[config.mk]
export PLATFORM = sky130hd
export DESIGN_NAME = cpu_mult_arbiter
export DESIGN_NICKNAME = d
export VERILOG_FILES = /design/src/rtl/cpu_mult_pkg.sv /design/src/rtl/cpu_mult_arb_rr.sv /design/src/rtl/cpu_mult_arbiter.sv
export SDC_FILE = /design/constraint.sdc
export NUM_CORES = 1
export LEC_CHECK = 0
export ABC_AREA = 1
export CAP_MARGIN = 20
export CORE_AREA = 4 4 104 106
export DETAILED_ROUTE_END_ITERATION = 16
export DIE_AREA = 0 0 108 110
export GPL_TIMING_DRIVEN = 0
export PLACE_DENSITY = 0.61
export SYNTH_ARGS = -nofsm -noshare
export SYNTH_HDL_FRONTEND = slang
export SYNTH_SLANG_ARGS = --single-unit
[constraint.sdc]
create_clock -name clk -period 0.8 [get_ports clk]
set_clock_uncertainty 0.05 [all_clocks]
set_input_delay 0.08 -clock clk [delete_from_list [all_inputs] [get_ports clk]]
set_output_delay 0.08 -clock clk [all_outputs]
set_load 0.02 [all_outputs]
[src/rtl/cpu_mult_pkg.sv]
// Shared definitions for the CPU multiplier arbiter.
// The optional round-robin arbitration is selected with CPU_MULT_ARB_RR_EN
// (tested only inside cpu_mult_arb_rr).
package cpu_mult_pkg;

    localparam int WIDTH   = 32;
    localparam int NUM_REQ = 2;
    localparam int LATENCY = 2;

    // One multiply request as presented by a requester.
    typedef struct packed {
        logic [WIDTH-1:0] src1;
        logic [WIDTH-1:0] src2;
        logic             src1_signed;
        logic             src2_signed;
    } mult_req_t;

    // Ownership tag travelling alongside a product in the cell pipeline.
    typedef struct packed {
        logic valid;
        logic id;
    } mult_tag_t;

    // One-hot ready vector for a granted port.
    function automatic logic [NUM_REQ-1:0] port_onehot(input logic id);
        return NUM_REQ'(1) << id;
    endfunction

endpackage

[src/rtl/cpu_mult_arb_rr.sv]
// Two-way grant logic for the shared multiplier.
// CPU_MULT_ARB_RR_EN defined: round-robin using a `last` pointer (reset 1,
// so port 0 wins first). Undefined: fixed priority, port 0 always wins.
module cpu_mult_arb_rr
    import cpu_mult_pkg::*;
(
    input  logic               clk,
    input  logic               reset_n,
    input  logic [NUM_REQ-1:0] req_valid,
    output logic [NUM_REQ-1:0] req_ready,
    output logic               grant_valid,
    output logic               grant_id
);

`ifdef CPU_MULT_ARB_RR_EN
    logic last_q;
    logic last_d;

    // Grant selection: on contention the port not granted last time wins.
    always_comb begin
        grant_valid = |req_valid;
        grant_id    = 1'b0;
        last_d      = last_q;
        if (&req_valid) begin
            grant_id = ~last_q;
        end else begin
            grant_id = req_valid[1];
        end
        if (grant_valid) begin
            last_d = grant_id;
        end
        req_ready = grant_valid ? port_onehot(grant_id) : '0;
    end

    // Priority pointer; moves only when a grant is issued.
    always_ff @(posedge clk or negedge reset_n) begin
        if (!reset_n) begin
            last_q <= 1'b1;
        end else begin
            last_q <= last_d;
        end
    end
`else
    // Clock and reset have no load in the fixed-priority build.
    logic unused_clk_rst;
    assign unused_clk_rst = clk ^ reset_n;

    // Grant selection: port 0 always wins; port 1 only when port 0 is idle.
    always_comb begin
        grant_valid = |req_valid;
        grant_id    = ~req_valid[0] & req_valid[1];
        req_ready   = grant_valid ? port_onehot(grant_id) : '0;
    end
`endif

endmodule

[src/rtl/cpu_mult_arbiter.sv]
// Shares one pipelined multiplier cell (registered inputs, registered low-word
// result) between the execute stage (port 0) and a custom-instruction slave
// (port 1). Results return to their owner exactly LATENCY cycles after grant.
// Arbitration policy is chosen by CPU_MULT_ARB_RR_EN (see cpu_mult_arb_rr).
module cpu_mult_arbiter
    import cpu_mult_pkg::*;
(
    input  logic                          clk,
    input  logic                          reset_n,
    input  logic [NUM_REQ-1:0]            req_valid,
    output logic [NUM_REQ-1:0]            req_ready,
    input  logic [NUM_REQ-1:0][WIDTH-1:0] req_src1,
    input  logic [NUM_REQ-1:0][WIDTH-1:0] req_src2,
    input  logic [NUM_REQ-1:0]            req_src1_signed,
    input  logic [NUM_REQ-1:0]            req_src2_signed,
    input  logic                          flush,
    output logic                          rsp_valid,
    output logic                          rsp_id,
    output logic [WIDTH-1:0]              rsp_result,
    output logic [WIDTH-1:0]              cell_dataa,
    output logic [WIDTH-1:0]              cell_datab,
    output logic                          cell_signa,
    output logic                          cell_signb,
    output logic                          cell_en0,
    output logic                          cell_en1,
    output logic                          cell_rotate,
    output logic                          cell_shift_right,
    input  logic [WIDTH-1:0]              cell_result
);

    // Handshake: a request transfers in the cycle req_valid[p] && req_ready[p];
    // at most one ready is high. Responses are a one-cycle rsp_valid pulse
    // with no back-pressure, so the owner must take it.

    logic      grant_valid;
    logic      grant_id;
    mult_req_t grant_req;
    mult_tag_t s1_q, s1_d;
    mult_tag_t s2_q, s2_d;

    cpu_mult_arb_rr u_arb (
        .clk         (clk),
        .reset_n     (reset_n),
        .req_valid   (req_valid),
        .req_ready   (req_ready),
        .grant_valid (grant_valid),
        .grant_id    (grant_id)
    );

    // Operand mux: the granted port drives the cell, otherwise zeros.
    always_comb begin
        grant_req = '0;
        if (grant_valid) begin
            grant_req.src1        = req_src1[grant_id];
            grant_req.src2        = req_src2[grant_id];
            grant_req.src1_signed = req_src1_signed[grant_id];
            grant_req.src2_signed = req_src2_signed[grant_id];
        end
    end

    assign cell_dataa       = grant_req.src1;
    assign cell_datab       = grant_req.src2;
    assign cell_signa       = grant_req.src1_signed;
    assign cell_signb       = grant_req.src2_signed;
    // The pipeline never stalls, so both cell stages are always enabled.
    assign cell_en0         = 1'b1;
    assign cell_en1         = 1'b1;
    assign cell_rotate      = 1'b0;
    assign cell_shift_right = 1'b0;

    // Tag pipeline next state: mirrors the cell's two register stages;
    // flush kills everything in flight including this cycle's grant.
    always_comb begin
        s1_d       = '0;
        s2_d       = '0;
        if (!flush) begin
            s1_d.valid = grant_valid;
            s1_d.id    = grant_id;
            s2_d       = s1_q;
        end
    end

    // Tag pipeline registers; async reset guarantees no response escapes.
    always_ff @(posedge clk or negedge reset_n) begin
        if (!reset_n) begin
            s1_q <= '0;
            s2_q <= '0;
        end else begin
            s1_q <= s1_d;
            s2_q <= s2_d;
        end
    end

    assign rsp_valid  = s2_q.valid;
    assign rsp_id     = s2_q.id;
    assign rsp_result = cell_result;

endmodule
* After elaboration in Yosys (flattened, before gate mapping)
Index checks and enable logic that the tools add are counted.
Storage, ports and cells: input port bits 169, bits in latches 0, memory bits (writable) 0, ROM bits 0, output and inout bits 106, memories kept 0, register bits 4, logic and storage cells 21
Cells by class: $add $sub $neg 0, order comparisons 1, $mul 0, reductions and logical operators 1, multiplexer cells 12, shifts and indexed selects 1, bitwise logic cells 2, div/mod/pow operators 0, equality and inequality tests 0
Operators with widths (count):
- $mux 32 | 4
- $mux 66 | 1
- $mux 2 | 3
- $mux 1 | 4
- $lt 1x2->1 const B | 1
- $reduce_or 2->1 | 1
- $shl 1x1->2 const A | 1
- $and 1x1->1 | 1
- $not 1->1 | 1

* Longest topological paths before layout
depth in word-level cells 5, depth in mapped cells 6, depth with buffers taken out 3

* Hierarchy
Synthesis repeated with hierarchy kept, for this count alone.
Unflattened totals: cell total of the unflattened synthesis 408, area total of the unflattened synthesis 1833.0 sq um
Modules (own cells, without submodules):
- cpu_mult_arbiter | instances 1, area an instance 1806.7 sq um, seq. area each 100.1 sq um, cells an instance 402
- cpu_mult_arb_rr | instances 1, area an instance 26.3 sq um, seq. area each 0.0 sq um, cells an instance 6

* Least setup slack after synthesis
OpenSTA, ideal clock, no wires.
path kind input port to output port, start input port req_valid[0], end output port cell_dataa[0], required time 0.670 ns, slack -0.057 ns, buffers on the path 3, arrival time 0.727 ns, stages 6, cells stage by stage buf_6 inv_4 buf_8 buf_8 nand3_2 nand2_1
On the way: word-level cells in the longest chain between the ends 5, elaborated cells on any way between the ends 6, classes of those cells mux: 3; bitwise: 2; reduce/logical: 1
RTL lines:
- start: declaration | line cpu_mult_arbiter.sv:10 | input logic [NUM_REQ-1:0] req_valid,
- $not 1->1 | line cpu_mult_arb_rr.sv:51 | grant_id = ~req_valid[0] & req_valid[1];
- $and 1x1->1 | line cpu_mult_arb_rr.sv:51
- $mux 32 (not written as such) (2 in a row) | line cpu_mult_arbiter.sv:54 | grant_req.src1 = req_src1[grant_id];
- $mux 66 (*) | line cpu_mult_arbiter.sv:53 | if (grant_valid) begin
- end: declaration | line cpu_mult_arbiter.sv:20 | output logic [WIDTH-1:0] cell_dataa,
Mark *: on every way between the ends. The rest lies on a longest branch, timed or not. The select of a mux whose other input is x is not followed.

* Worst setup path after layout
start input port req_valid[0], end output port cell_dataa[15]
The elaborated chain is that of the path after synthesis.

==> results.md <==
- Status: finished, violations left
- Failing checks: setup timing
- Final hold vios: 0
- Core area: 0.00977 sq mm
- # H-tree levels: 1
- Dominant cells by area after synthesis: nand2_1, nand3_2, buf_4
- Slowest stage delay, CP: 150 ps
- Worst setup SP type: input port
- DR DRC count: 0
- Cell Pwr Density: 701 mW/mm^2
- WL final: 10.6 mm
- Wire length per cell: 16.0 um
- Fillers: 899
- Layout Nets: 702
- Combinational group share of total power: 0.831
- Maximum clock insertion buffer count: 2
- Drt first pass iters: 4
- Critical Path Stages: 7
- Max VDD drop: 0.439 mV
- Number of buffers and inverters on the critical path: 5
- CTS tree: yes
- Cell repeated most along the worst path: buf_12
- Fmax: 963 MHz
- Int Pwr: 2190 uW
- Top-Level Pins: 275
- GRT Util Overall: 0.158
- Gr ovfl total: 0
- Combinational family with the most area after synthesis: simple AND/OR/NAND/NOR gates
- RePlAce Congestion: 0.744
- Fraction of layout cells with a size suffix above 1: 0.569
- Fin crit share: 1.30
- Antenna violations before repair: 0
- Largest net degree at the start of global routing: 11
- Synth Area in Simple Gates: 0.625
- CP delay by family, top: buffers and inverters
- #FFs+latches synth: 4
- Hold/Removal Path Class: in -> async
- Setup violators final: 69
- Final worst path period need: 1040 ps
- Xor and xnor area share after synthesis: 0
- Top cell type's share of synthesized area: 0.310
- Psw: 1580 uW
- Worst-path maximum fanout: 10
- P&R area growth vs syn: 236%
- Synth area leader: nand2_1
- WP data required: 670 ps
- Final ANT Viol Nets: 0
- Vias: 2783
- Crit path DAT: 910 ps
- Number of DRC markers in iteration 0: 67
- RR Endpoint: rsp_id$_DFF_PN0_
- Clk sinks: 4
- I/O Buffers: 236
- Clock Latency Late Sink: 210 ps
- Final Slew Violations: 0
- ANT cells: 0
- Cts bufs inserted: 3
- Mux share of post-synthesis cell area: 0
- Die X: 108 um
- Post-Syn Area: 0.00160 sq mm
- Pre-CTS WS: -757 ps
- Vias in the first global route: 3120
- Hpwl dp: 8.07 mm
- Worst-path clk slew: 30 ps
- Post-synthesis sequential area ratio: 0.0626
- First-pass GRT wire length: 15.1 mm
- Cell row count: 36
- Critical-path top delay cell: buf_12
- Worst setup path class: in -> out
- Flop2flop setup slack: 200 ps
- Die Height: 110 um
- Sw Ratio: 0.418
- Initial core utilization: 0.164
- Clk pwr share: 0.112
- Die ar.: 0.0119 sq mm
- RR Startpoint: s1_q[0]$_DFF_PN0_
- Post-synthesis compound-gate area fraction: 0
- RSZ-0062 raised after global routing: yes
- Reg power frac: 0.057
- Worst setup EP type: output pin
- Root Driver: clkbuf_8
- Reg2reg path depth: 2
- Leakage: 0.00271 uW
- Synth Area in Adders: 0
- CP cell instances: buf_12 -> buf_12 -> buf_12 -> buf_12 -> nand2_1 -> nand2_4 -> buf_6
- Post-Synthesis Cells: 274
- Final WS setup: -239 ps
- Max cap viols: 0
- Vias per cell: 4.19
- Syn Area/Cell: 5.84 sq um
- Ys Warns: 0
- Setup TNS Final: -10430 ps
- Final Power: 3770 uW
- Distinct cells, synth: 15
Yosys cell counts, drive strengths merged:
library cell	instances
buf	59
clkbuf	1
nand3	66
conb	2
nor3	1
dfrtp	4
inv	4
nor2	5
nand2	132
registers in the layout (all words and copies together) (netlist names):
signal,flops
rsp_id,1
rsp_valid,1
s1_q,2
worst register-to-register path, cell delays in order (launching register included):
cell     delay [ps]
dfrtp_1         350
inv_1            50
nor2_1           30
through the flow:
step / area (sq um) / cells / hold WS [ps] / utilization
floorplan: 1860 / 276 / -266 / -
global placement: 4390 / 645 / 238 / 0.449
detailed placement: 4390 / 645 / 251 / 0.449
CTS: 5060 / 664 / 25.9 / 0.518
global route: 5380 / 664 / 30.4 / 0.550
finish: 5380 / 664 / 16.7 / 0.550
cells in the final DEF, fill, tap and decap left out, types with 4 or more instances in the layout:
master           synthesis  layout
dlymetal6s2s_1           0      23
nand2_4                  0      34
dfrtp_1                  4       4
nand2_1                132      46
nand2_2                  0      52
buf_4                   38      42
buf_12                   1      16
dlygate4sd2_1            0     103
conb_1                   2       4
nor2_1                   5       4
clkdlybuf4s50_1          0      40
nand3_4                  0      27
buf_6                    4      78
nand3_2                 30      39
area by class of cell:
type / count / area (sq um) / share of cell area
plain buffers: 60 / 618 / 0.115
clock buffers: 3 / 41.3 / 0.00768
inverters: 4 / 27.5 / 0.00512
multi-input cells: 208 / 1790 / 0.333
flip-flops and latches: 4 / 100 / 0.0186
well taps: 133 / 166 / 0.0310
repair buffers: 252 / 2630 / 0.490
how the worst max path moves through the flow:
| stage | startpoint | end |
|---|---|---|
| floorplan | req_valid[0] | cell_dataa[0] |
| global placement | req_valid[0] | cell_dataa[21] |
| detailed placement | req_valid[0] | cell_dataa[21] |
| CTS | req_valid[0] | cell_dataa[4] |
| global route | req_valid[0] | cell_dataa[15] |
| finish | req_valid[0] | cell_dataa[15] |
power groups by stage:
stage	Sequential [uW]	Clock (uW)	Combinational, uW
after floorplan	222	0	1250
after global routing	216	447	3310
after detailed placement	218	0	2730
after global placement	217	0	2710
final	216	422	3130
after CTS	216	424	3020
metal layers:
layer | global-route usage | wire, um | up-vias
met3 | 0.0524 | 1220 | 10
met5 | 0 | 0 | -
li1 | - | - | 1344
met1 | 0.145 | 3410 | 1255
met2 | 0.334 | 5890 | 174
met4 | 0.0316 | 110 | 0
cells by family after synthesis:
logic type,count (synthesis)
other,2
and+or+nand+nor,204
DFF,4
buffers and inverters,64
repair_timing:
action                                  CTS  global route
pin swaps                                64            48
setup buffers                            10             3
resized for setup                       629            86
hold buffers                              0             0
endpoints found under the setup margin  102            69
cloned                                    6             0
Power figures use the tool's default switching activity.
